### config.mk
export PLATFORM = sky130hd
export DESIGN_NAME = mcpu_ctrl
export DESIGN_NICKNAME = d
export VERILOG_FILES = /design/src/rtl/mcpu_ctrl.sv
export SDC_FILE = /design/constraint.sdc
export NUM_CORES = 1
export LEC_CHECK = 0
export ABC_AREA = 1
export CELL_PAD_IN_SITES_DETAIL_PLACEMENT = 1
export CELL_PAD_IN_SITES_GLOBAL_PLACEMENT = 1
export CORE_UTILIZATION = 36
export DETAILED_ROUTE_END_ITERATION = 16
export HOLD_SLACK_MARGIN = 0.08
export PLACE_DENSITY = 0.83
export SLEW_MARGIN = 15
export SYNTH_ARGS = -nofsm -noshare
export SYNTH_HDL_FRONTEND = slang
export SYNTH_SLANG_ARGS = --single-unit
### constraint.sdc
create_clock -name clk -period 9.8 [get_ports clk]
set_input_delay 2.94 -clock clk [delete_from_list [all_inputs] [get_ports clk]]
set_output_delay 2.94 -clock clk [all_outputs]
set_load 0.02 [all_outputs]
### src/rtl/mcpu_ctrl.sv
// Multi-cycle control unit for the MIPS-subset CPU: decodes IR, sequences the datapath
// through fetch/decode/execute/memory/writeback and keeps cycle and retire counters.
module mcpu_ctrl #(
    parameter int MEM_HANDSHAKE = 1,
    parameter int PERF_W        = 32
) (
    input  logic              clk,
    input  logic              reset,
    input  logic [31:0]       instr,
    input  logic              zero,
    input  logic              mem_ready,
    output logic              mem_req,
    output logic              mem_we,
    output logic              mem_addr_sel,
    output logic              pc_we,
    output logic              ir_we,
    output logic              a_we,
    output logic              b_we,
    output logic              reg_we,
    output logic [1:0]        reg_dst,
    output logic [1:0]        mem_to_reg,
    output logic [1:0]        alu_src_a,
    output logic [1:0]        alu_src_b,
    output logic [2:0]        alu_op,
    output logic [1:0]        pc_src,
    output logic [3:0]        state,
    output logic              illegal,
    output logic              retire,
    output logic [PERF_W-1:0] cycle_count,
    output logic [PERF_W-1:0] instr_count
);

    typedef enum logic [3:0] {
        S_FETCH    = 4'd0,
        S_DECODE   = 4'd1,
        S_EXEC_R   = 4'd2,
        S_WB_R     = 4'd3,
        S_EXEC_I   = 4'd4,
        S_WB_I     = 4'd5,
        S_MEM_ADDR = 4'd6,
        S_MEM_RD   = 4'd7,
        S_MEM_WB   = 4'd8,
        S_MEM_WR   = 4'd9,
        S_BRANCH   = 4'd10,
        S_JUMP     = 4'd11,
        S_JAL      = 4'd12,
        S_JR       = 4'd13,
        S_ILLEGAL  = 4'd15
    } state_t;

    localparam logic [5:0] OP_RTYPE = 6'h00, OP_LW   = 6'h23, OP_SW  = 6'h2B;
    localparam logic [5:0] OP_ADDI  = 6'h08, OP_XORI = 6'h0E, OP_BEQ = 6'h04;
    localparam logic [5:0] OP_BNE   = 6'h05, OP_J    = 6'h02, OP_JAL = 6'h03;
    localparam logic [5:0] FN_ADD   = 6'h20, FN_SUB  = 6'h22, FN_SLT = 6'h2A, FN_JR = 6'h08;

    localparam logic [2:0] ALU_ADD = 3'd0, ALU_SUB = 3'd1, ALU_XOR = 3'd2, ALU_SLT = 3'd3;

    state_t            state_q, state_d;
    logic [PERF_W-1:0] cycle_q, cycle_d;
    logic [PERF_W-1:0] icnt_q, icnt_d;

    logic [5:0] opcode, funct;
    logic       rdy;
    logic       unused_instr_bits;

    assign opcode            = instr[31:26];
    assign funct             = instr[5:0];
    assign rdy               = (MEM_HANDSHAKE != 0) ? mem_ready : 1'b1;
    assign unused_instr_bits = ^instr[25:6];

    function automatic state_t decode_target(input logic [5:0] op, input logic [5:0] fn);
        state_t t;
        t = S_ILLEGAL;
        case (op)
            OP_RTYPE: begin
                if (fn == FN_ADD || fn == FN_SUB || fn == FN_SLT) t = S_EXEC_R;
                else if (fn == FN_JR)                            t = S_JR;
            end
            OP_LW, OP_SW:     t = S_MEM_ADDR;
            OP_ADDI, OP_XORI: t = S_EXEC_I;
            OP_BEQ, OP_BNE:   t = S_BRANCH;
            OP_J:             t = S_JUMP;
            OP_JAL:           t = S_JAL;
            default:          t = S_ILLEGAL;
        endcase
        return t;
    endfunction

    always_ff @(posedge clk or posedge reset) begin
        if (reset) begin
            state_q <= S_FETCH;
            cycle_q <= '0;
            icnt_q  <= '0;
        end else begin
            state_q <= state_d;
            cycle_q <= cycle_d;
            icnt_q  <= icnt_d;
        end
    end

    always_comb begin
        state_d = state_q;
        case (state_q)
            S_FETCH:    state_d = rdy ? S_DECODE : S_FETCH;
            S_DECODE:   state_d = decode_target(opcode, funct);
            S_EXEC_R:   state_d = S_WB_R;
            S_EXEC_I:   state_d = S_WB_I;
            S_MEM_ADDR: state_d = (opcode == OP_LW) ? S_MEM_RD : S_MEM_WR;
            S_MEM_RD:   state_d = rdy ? S_MEM_WB : S_MEM_RD;
            S_MEM_WR:   state_d = rdy ? S_FETCH : S_MEM_WR;
            S_ILLEGAL:  state_d = S_ILLEGAL;
            default:    state_d = S_FETCH;
        endcase
    end

    always_comb begin
        mem_req      = 1'b0;
        mem_we       = 1'b0;
        mem_addr_sel = 1'b0;
        pc_we        = 1'b0;
        ir_we        = 1'b0;
        a_we         = 1'b0;
        b_we         = 1'b0;
        reg_we       = 1'b0;
        reg_dst      = 2'd0;
        mem_to_reg   = 2'd0;
        alu_src_a    = 2'd0;
        alu_src_b    = 2'd0;
        alu_op       = ALU_ADD;
        pc_src       = 2'd0;
        illegal      = 1'b0;
        retire       = 1'b0;
        case (state_q)
            S_FETCH: begin
                mem_req   = 1'b1;
                alu_src_b = 2'd3;
                ir_we     = rdy;
                pc_we     = rdy;
            end
            S_DECODE: begin
                a_we = 1'b1;
                b_we = 1'b1;
            end
            S_EXEC_R: begin
                alu_src_a = 2'd1;
                alu_src_b = 2'd2;
                if (funct == FN_SUB)      alu_op = ALU_SUB;
                else if (funct == FN_SLT) alu_op = ALU_SLT;
            end
            S_WB_R: begin
                reg_we = 1'b1;
                retire = 1'b1;
            end
            S_EXEC_I: begin
                alu_src_a = 2'd1;
                alu_src_b = 2'd1;
                alu_op    = (opcode == OP_XORI) ? ALU_XOR : ALU_ADD;
            end
            S_WB_I: begin
                reg_we  = 1'b1;
                reg_dst = 2'd1;
                retire  = 1'b1;
            end
            S_MEM_ADDR: begin
                alu_src_a = 2'd1;
                alu_src_b = 2'd1;
            end
            S_MEM_RD: begin
                mem_req      = 1'b1;
                mem_addr_sel = 1'b1;
            end
            S_MEM_WB: begin
                reg_we     = 1'b1;
                reg_dst    = 2'd1;
                mem_to_reg = 2'd1;
                retire     = 1'b1;
            end
            S_MEM_WR: begin
                mem_req      = 1'b1;
                mem_we       = 1'b1;
                mem_addr_sel = 1'b1;
                retire       = rdy;
            end
            S_BRANCH: begin
                alu_src_a = 2'd1;
                alu_src_b = 2'd2;
                alu_op    = ALU_SUB;
                pc_src    = 2'd2;
                pc_we     = zero ^ (opcode == OP_BNE);
                retire    = 1'b1;
            end
            S_JUMP: begin
                pc_we  = 1'b1;
                pc_src = 2'd1;
                retire = 1'b1;
            end
            // r31 takes the PC register directly: it was already advanced to PC+4 in FETCH.
            S_JAL: begin
                pc_we      = 1'b1;
                pc_src     = 2'd1;
                reg_we     = 1'b1;
                reg_dst    = 2'd2;
                mem_to_reg = 2'd2;
                retire     = 1'b1;
            end
            S_JR: begin
                pc_we  = 1'b1;
                pc_src = 2'd3;
                retire = 1'b1;
            end
            S_ILLEGAL: illegal = 1'b1;
            default: ;
        endcase
        if (reset) begin
            mem_req = 1'b0;
            mem_we  = 1'b0;
            pc_we   = 1'b0;
            ir_we   = 1'b0;
            a_we    = 1'b0;
            b_we    = 1'b0;
            reg_we  = 1'b0;
            retire  = 1'b0;
        end
    end

    always_comb begin
        cycle_d = (state_q != S_ILLEGAL) ? cycle_q + 1'b1 : cycle_q;
        icnt_d  = icnt_q + {{(PERF_W-1){1'b0}}, retire};
    end

    assign state       = state_q;
    assign cycle_count = cycle_q;
    assign instr_count = icnt_q;

endmodule

==> impl_metrics.ini, run 1 <==
[status]
outcome = finished, final reports clean

[sta]
skew_ps = 9.09
fin_setup_tns_ps = 0
final-setup-viol-count = 0
hold_slack_ps = 514
fin_ws_ps = 1920
relSlewSlack = 0.572
max_freq_mhz = 127
worst_pin_slew_ps = 641
fin_crit_sh = 0.805
report.final.slew_viol_count = 0
rsz0062_at_grt = no
hold_viol = 0
fin_crit_ps = 7880

[synthesis]
ys.warnings.count = 0
synth-simple-area-share = 0.415
synth_compound_area_frac = 0.0209
ys_ff_latch = 68
synth_top_family_by_area = simple AND/OR/NAND/NOR gates
synth-edff-count = 0
synth.area.mux_share = 0
syn_area_um2 = 4260
syn_inst = 583
syn_avg_cell_area_um2 = 7.30
netlist.area_leader.share = 0.400
async_flop_share = 1.00
synth_cell_type_count = 32
synth.area.top_cells = dfrtp_1 40%, nand2_1 16%, nor2_1 9.3%
synth_top_area_cell = dfrtp_1
ys_seq_area_frac = 0.400
synthAdderAreaFrac = 0.00882
yosys.area_share.xor_xnor = 0.0926
synth-main-ff-cell = dfrtp_1

[worst_setup_path]
r2r_cells = 12
arrival_ps = 4940
reg2reg_to = instr_count[16]
criticalPathCategory = input port to output port
crit_slowest_cell = clkdlybuf4s50_1
worstSetupStartpointType = input port
r2r_slack_ps = 7120
rr_startpoint = state[3]
critPathCaptureType = output port
critPathMaxFanout = 8
slowest_delay_ps = 650
crit_buf_inv = 2
cp_cell_sequence = clkdlybuf4s50_1 > nor2_1 > nand3b_1 > o32ai_1 > clkdlybuf4s50_1
worstPathRequired_ps = 6860
path_delay_family = buffers and inverters
cp_common_cell = clkdlybuf4s50_1

[clock_network]
root_buffer = clkbuf_16
cts_sinks = 68
numCtsBuffers = 9
cts_max_path_buffers = 2
htree_levels = 3
post_cts_resized = 0
post-cts-setup-buffer-count = 0
clkLatencyLatePin_ps = 350
clkTransAtPathRegs_ps = 60
cts_hold_buf = 0
cts_tree = done

[detailed_routing]
via_per_inst = 5.02
wl_per_cell_um = 15.8
routed-via-count = 4236
drt_first_iter_violations = 202
wl_um = 13300
route.detailed.drc = 0
dr.pass1.iters = 4
antenna_left = 0

[floorplan]
start_util = 0.371
dieWidth_um = 111
ios = 127
die_h_um = 111
die_area_um2 = 12300
core_area_um2 = 11500
rows = 39

[layout]
final_common_cell = nand2_1
fin_util = 0.501
n_antenna_cell = 0
final_cells = 843
drive_gt1_frac = 0.0743
fillers = 1422
layout_common_cells = 180 x nand2_1, 106 x nor2_1, 104 x clkdlybuf4s50_1
syn_to_final_growth_pct = 35.1
nets = 734
final_cell_area_um2 = 5750

[grt]
track_usage = 0.225
grt_first_pass_wirelength_um = 21900
antenna_found_initial = 0
first_global_vias = 4536
grt_max_degree = 42
grt-ovfl-total = 0

[worst_hold_path]
hp-start = instr_count[28]
hold_path.class = flop to flop
whs_path_depth = 1
min_to = instr_count[28]

[place]
place_ws_ps = 1920
io_buffers = 104
postPlaceCellArea_um2 = 5450
placedCellCount = 827
place_hpwl_um = 10400
place_congestion = 0.866

[power_and_ir_drop]
vdd.ir_drop.worst_uv = 88.2
p_per_area_nw_per_um2 = 110
p_leak_nw = 2.59
total_power_uw = 635

[flow_run]
max-cap-violations = 0
-- logic make-up after synthesis --
group / count (synthesis)
AO/OA/AOI/OAI: 15
XOR/XNOR: 45
adder cells (fa/ha/maj): 3
buffers and inverters: 64
flip-flops: 68
other: 1
AND/OR/NAND/NOR: 387
-- area by class of cell --
type	instances	area [µm²]	area share
Multi-Input combinational cell	452	2300	0.399
Sequential cell	68	1700	0.296
Timing Repair Buffer	105	1050	0.182
Clock buffer	10	239	0.0416
Inverter	59	221	0.0385
Tap cell	143	179	0.0311
Clock inverter	6	63.8	0.0111
-- worst max-delay path by stage --
| stage | start | to | cells past startpoint |
|---|---|---|---|
| after floorplan | reset | reg_we | 3 |
| after global placement | reset | reg_we | 5 |
| after detailed placement | reset | reg_we | 5 |
| after CTS | instr[31] | alu_op[1] | 5 |
| after global routing | instr[31] | alu_op[1] | 5 |
| final | instr[31] | alu_op[1] | 5 |
-- state kept, by name, indices dropped and copies added (netlist names) --
name / count
cycle_count: 32
state: 4
instr_count: 32
-- synth_stat cells, types with 2 or more instances --
cell type,count
nand3_2,2
nand4_1,13
nand2_2,8
ha_1,3
nor2_1,106
nand3b_1,11
nor2_4,6
inv_1,58
xor2_1,31
nand3_1,30
nor3_4,2
buf_4,4
o21ai_0,4
xnor2_1,14
nor3_1,13
nor3_2,5
dfrtp_1,68
nor2_2,8
nand2_1,180
a21oi_1,5
-- layer usage --
layer  vias to the layer above  GRT usage  part of all wire
met5                         -          0                 0
met4                         0     0.0907             0.023
met3                        25     0.0443             0.035
met2                        96      0.393              0.50
met1                      2061      0.271              0.44
li1                       2054          -                 -
-- power by group --
| part | internal, mW | switching, mW |
|---|---|---|
| Clock | 0.203 | 0.128 |
| Combinational | 0.00812 | 0.0138 |
| Sequential | 0.281 | 0.000180 |
-- worst register-to-register path: cells and delay by family, from the launching register on --
kind            cells  cell delay (ps)
buf+inv             2              200
xor+xnor            1              180
flops               1              440
fa+ha+maj           1              280
compound gates      1              290
simple gates        7             1220
Power figures use the tool's default switching activity.
==> run 2: changes to the inputs <==
--- a/config.mk
+++ b/config.mk
@@ -8,10 +8,10 @@
 export ABC_AREA = 1
 export CELL_PAD_IN_SITES_DETAIL_PLACEMENT = 1
 export CELL_PAD_IN_SITES_GLOBAL_PLACEMENT = 1
-export CORE_UTILIZATION = 36
+export CORE_UTILIZATION = 30
 export DETAILED_ROUTE_END_ITERATION = 16
 export HOLD_SLACK_MARGIN = 0.08
-export PLACE_DENSITY = 0.83
+export PLACE_DENSITY = 0.73
 export SLEW_MARGIN = 15
 export SYNTH_ARGS = -nofsm -noshare
 export SYNTH_HDL_FRONTEND = slang
==> constraint.sdc (replaced) <==
create_clock -name clk -period 7 [get_ports clk]
set_input_delay 2.1 -clock clk [delete_from_list [all_inputs] [get_ports clk]]
set_output_delay 2.1 -clock clk [all_outputs]
set_load 0.02 [all_outputs]
==> impl_metrics.ini, run 2 (same netlist as run 1, synthesis figures left out) <==
[status]
outcome = finished, final reports clean

[layout]
seq_area_um2 = 1700
multiInputGateArea_um2 = 2300
nets = 735
drive_gt1_frac = 0.0756
final_common_cell = nand2_1
syn_to_final_growth_pct = 37.4
layout_common_cells = 180 x nand2_1, 106 x nor2_1, 104 x clkdlybuf4s50_1
n_antenna_cell = 0
fillers = 1723
fin_util = 0.421

[detailed_routing]
via_per_inst = 4.76
route.detailed.drc = 0
wl_per_cell_um = 15.0
antenna_left = 0
routed-via-count = 4195
dr.pass1.iters = 6
wl_um = 13200
drt_first_iter_violations = 134

[worst_setup_path]
r2r_cells = 11
worstPathRequired_ps = 4900
critPathCaptureType = output port
criticalPathCategory = input port to output port
critPathMaxFanout = 8
worstSetupStartpointType = input port
arrival_ps = 4070

[sta]
report.final.slew_viol_count = 0
rsz0062_at_grt = no
worst_pin_slew_ps = 655
final-setup-viol-count = 0
hold_viol = 0
fin_crit_ps = 6170
fin_setup_tns_ps = 0
relSlewSlack = 0.563
max_freq_mhz = 162
skew_ps = 5.39
fin_crit_sh = 0.882

[floorplan]
core_area_um2 = 13900
die_h_um = 121
ios = 127
dieWidth_um = 121
start_util = 0.307
die_area_um2 = 14700
rows = 43

[power_and_ir_drop]
p_sw_frac = 0.205
p_per_area_nw_per_um2 = 164
vdd.ir_drop.worst_uv = 137
p_leak_nw = 2.62
internal_power_uw = 763
power_frac_seq = 0.411
power.share.combinational = 0.033
clock_power_share = 0.556
switchingPower_uw = 196

[worst_hold_path]
whs_path_depth = 2
hold_path.class = flop to flop

[grt]
grt_max_degree = 42
grt-ovfl-total = 0
first_global_vias = 4515
grt_first_pass_wirelength_um = 22400
antenna_found_initial = 0
track_usage = 0.195

[clock_network]
root_buffer = clkbuf_16
cts_max_path_buffers = 2
numCtsBuffers = 9
cts_sinks = 68
cts_tree = done
post_cts_resized = 0
clkLatencyLatePin_ps = 340
htree_levels = 3
cts_hold_buf = 0
post-cts-setup-buffer-count = 0
clkTransAtPathRegs_ps = 60

[flow_run]
max-cap-violations = 0

[place]
io_buffers = 104
place_hpwl_um = 10500
place_congestion = 0.864
==> run 2: cell count changes in the layout (fill, tap and decap cells not counted), sizes merged <==
cell,previous run,this run
bufinv,1,3
clkinvlp,2,1
clkinv,3,2
buf,1,2
==> run 2: final timing paths <==
check / startpoint / endpoint / slack [ps]
max: instr[31] / alu_op[1] / 830
min: instr_count[31] / instr_count[31] / 510
max reg2reg: state[3] / instr_count[30] / 4350
min reg2reg: instr_count[31] / instr_count[31] / 510
max in group asynchronous: reset / cycle_count[26] / 4180
min in group asynchronous: reset / state[0] / 2370
==> run 2: power by group through the flow <==
stage	Combinational [mW]	Clock [mW]	Sequential, mW
detailed placement	0.0322	0	0.401
finish	0.0316	0.533	0.394
global route	0.0356	0.561	0.394
global placement	0.0308	0	0.401
floorplan	0.0153	0	0.401
CTS	0.0324	0.544	0.394
==> run 2: critical path, stage by stage <==
cell and delay (ps):
clkdlybuf4s50_1 420, nor2_1 380, nand3b_1 220, o32ai_1 290
clkdlybuf4s50_1 660
==> run 2: through the flow <==
step                      power [mW]  worst slack [ps]  cells  hold slack, ps  instance area (µm²)
after floorplan                0.416               881    584             594                 4260
after detailed placement       0.433               807    865             500                 5500
after global routing           0.990               676    881             538                 5850
final                          0.959               827    881             507                 5850
after global placement         0.432               846    865             477                 5500
after CTS                      0.970               816    881             514                 5850
==> run 2: final cells by class <==
type | instances | area share
tap | 180 | 0.0385
sequential | 68 | 0.291
clock inverter | 6 | 0.0190
timing repair buffer | 106 | 0.180
multi-input combinational | 452 | 0.392
clock buffer | 10 | 0.0408
inverter | 59 | 0.0379
==> run 2: metal layers <==
layer,up-vias,track usage,part of all wire
li1,2049,-,-
met1,2032,0.246,0.44
met2,102,0.335,0.50
met3,12,0.0446,0.045
met4,0,0.0509,0.011
met5,-,0,0
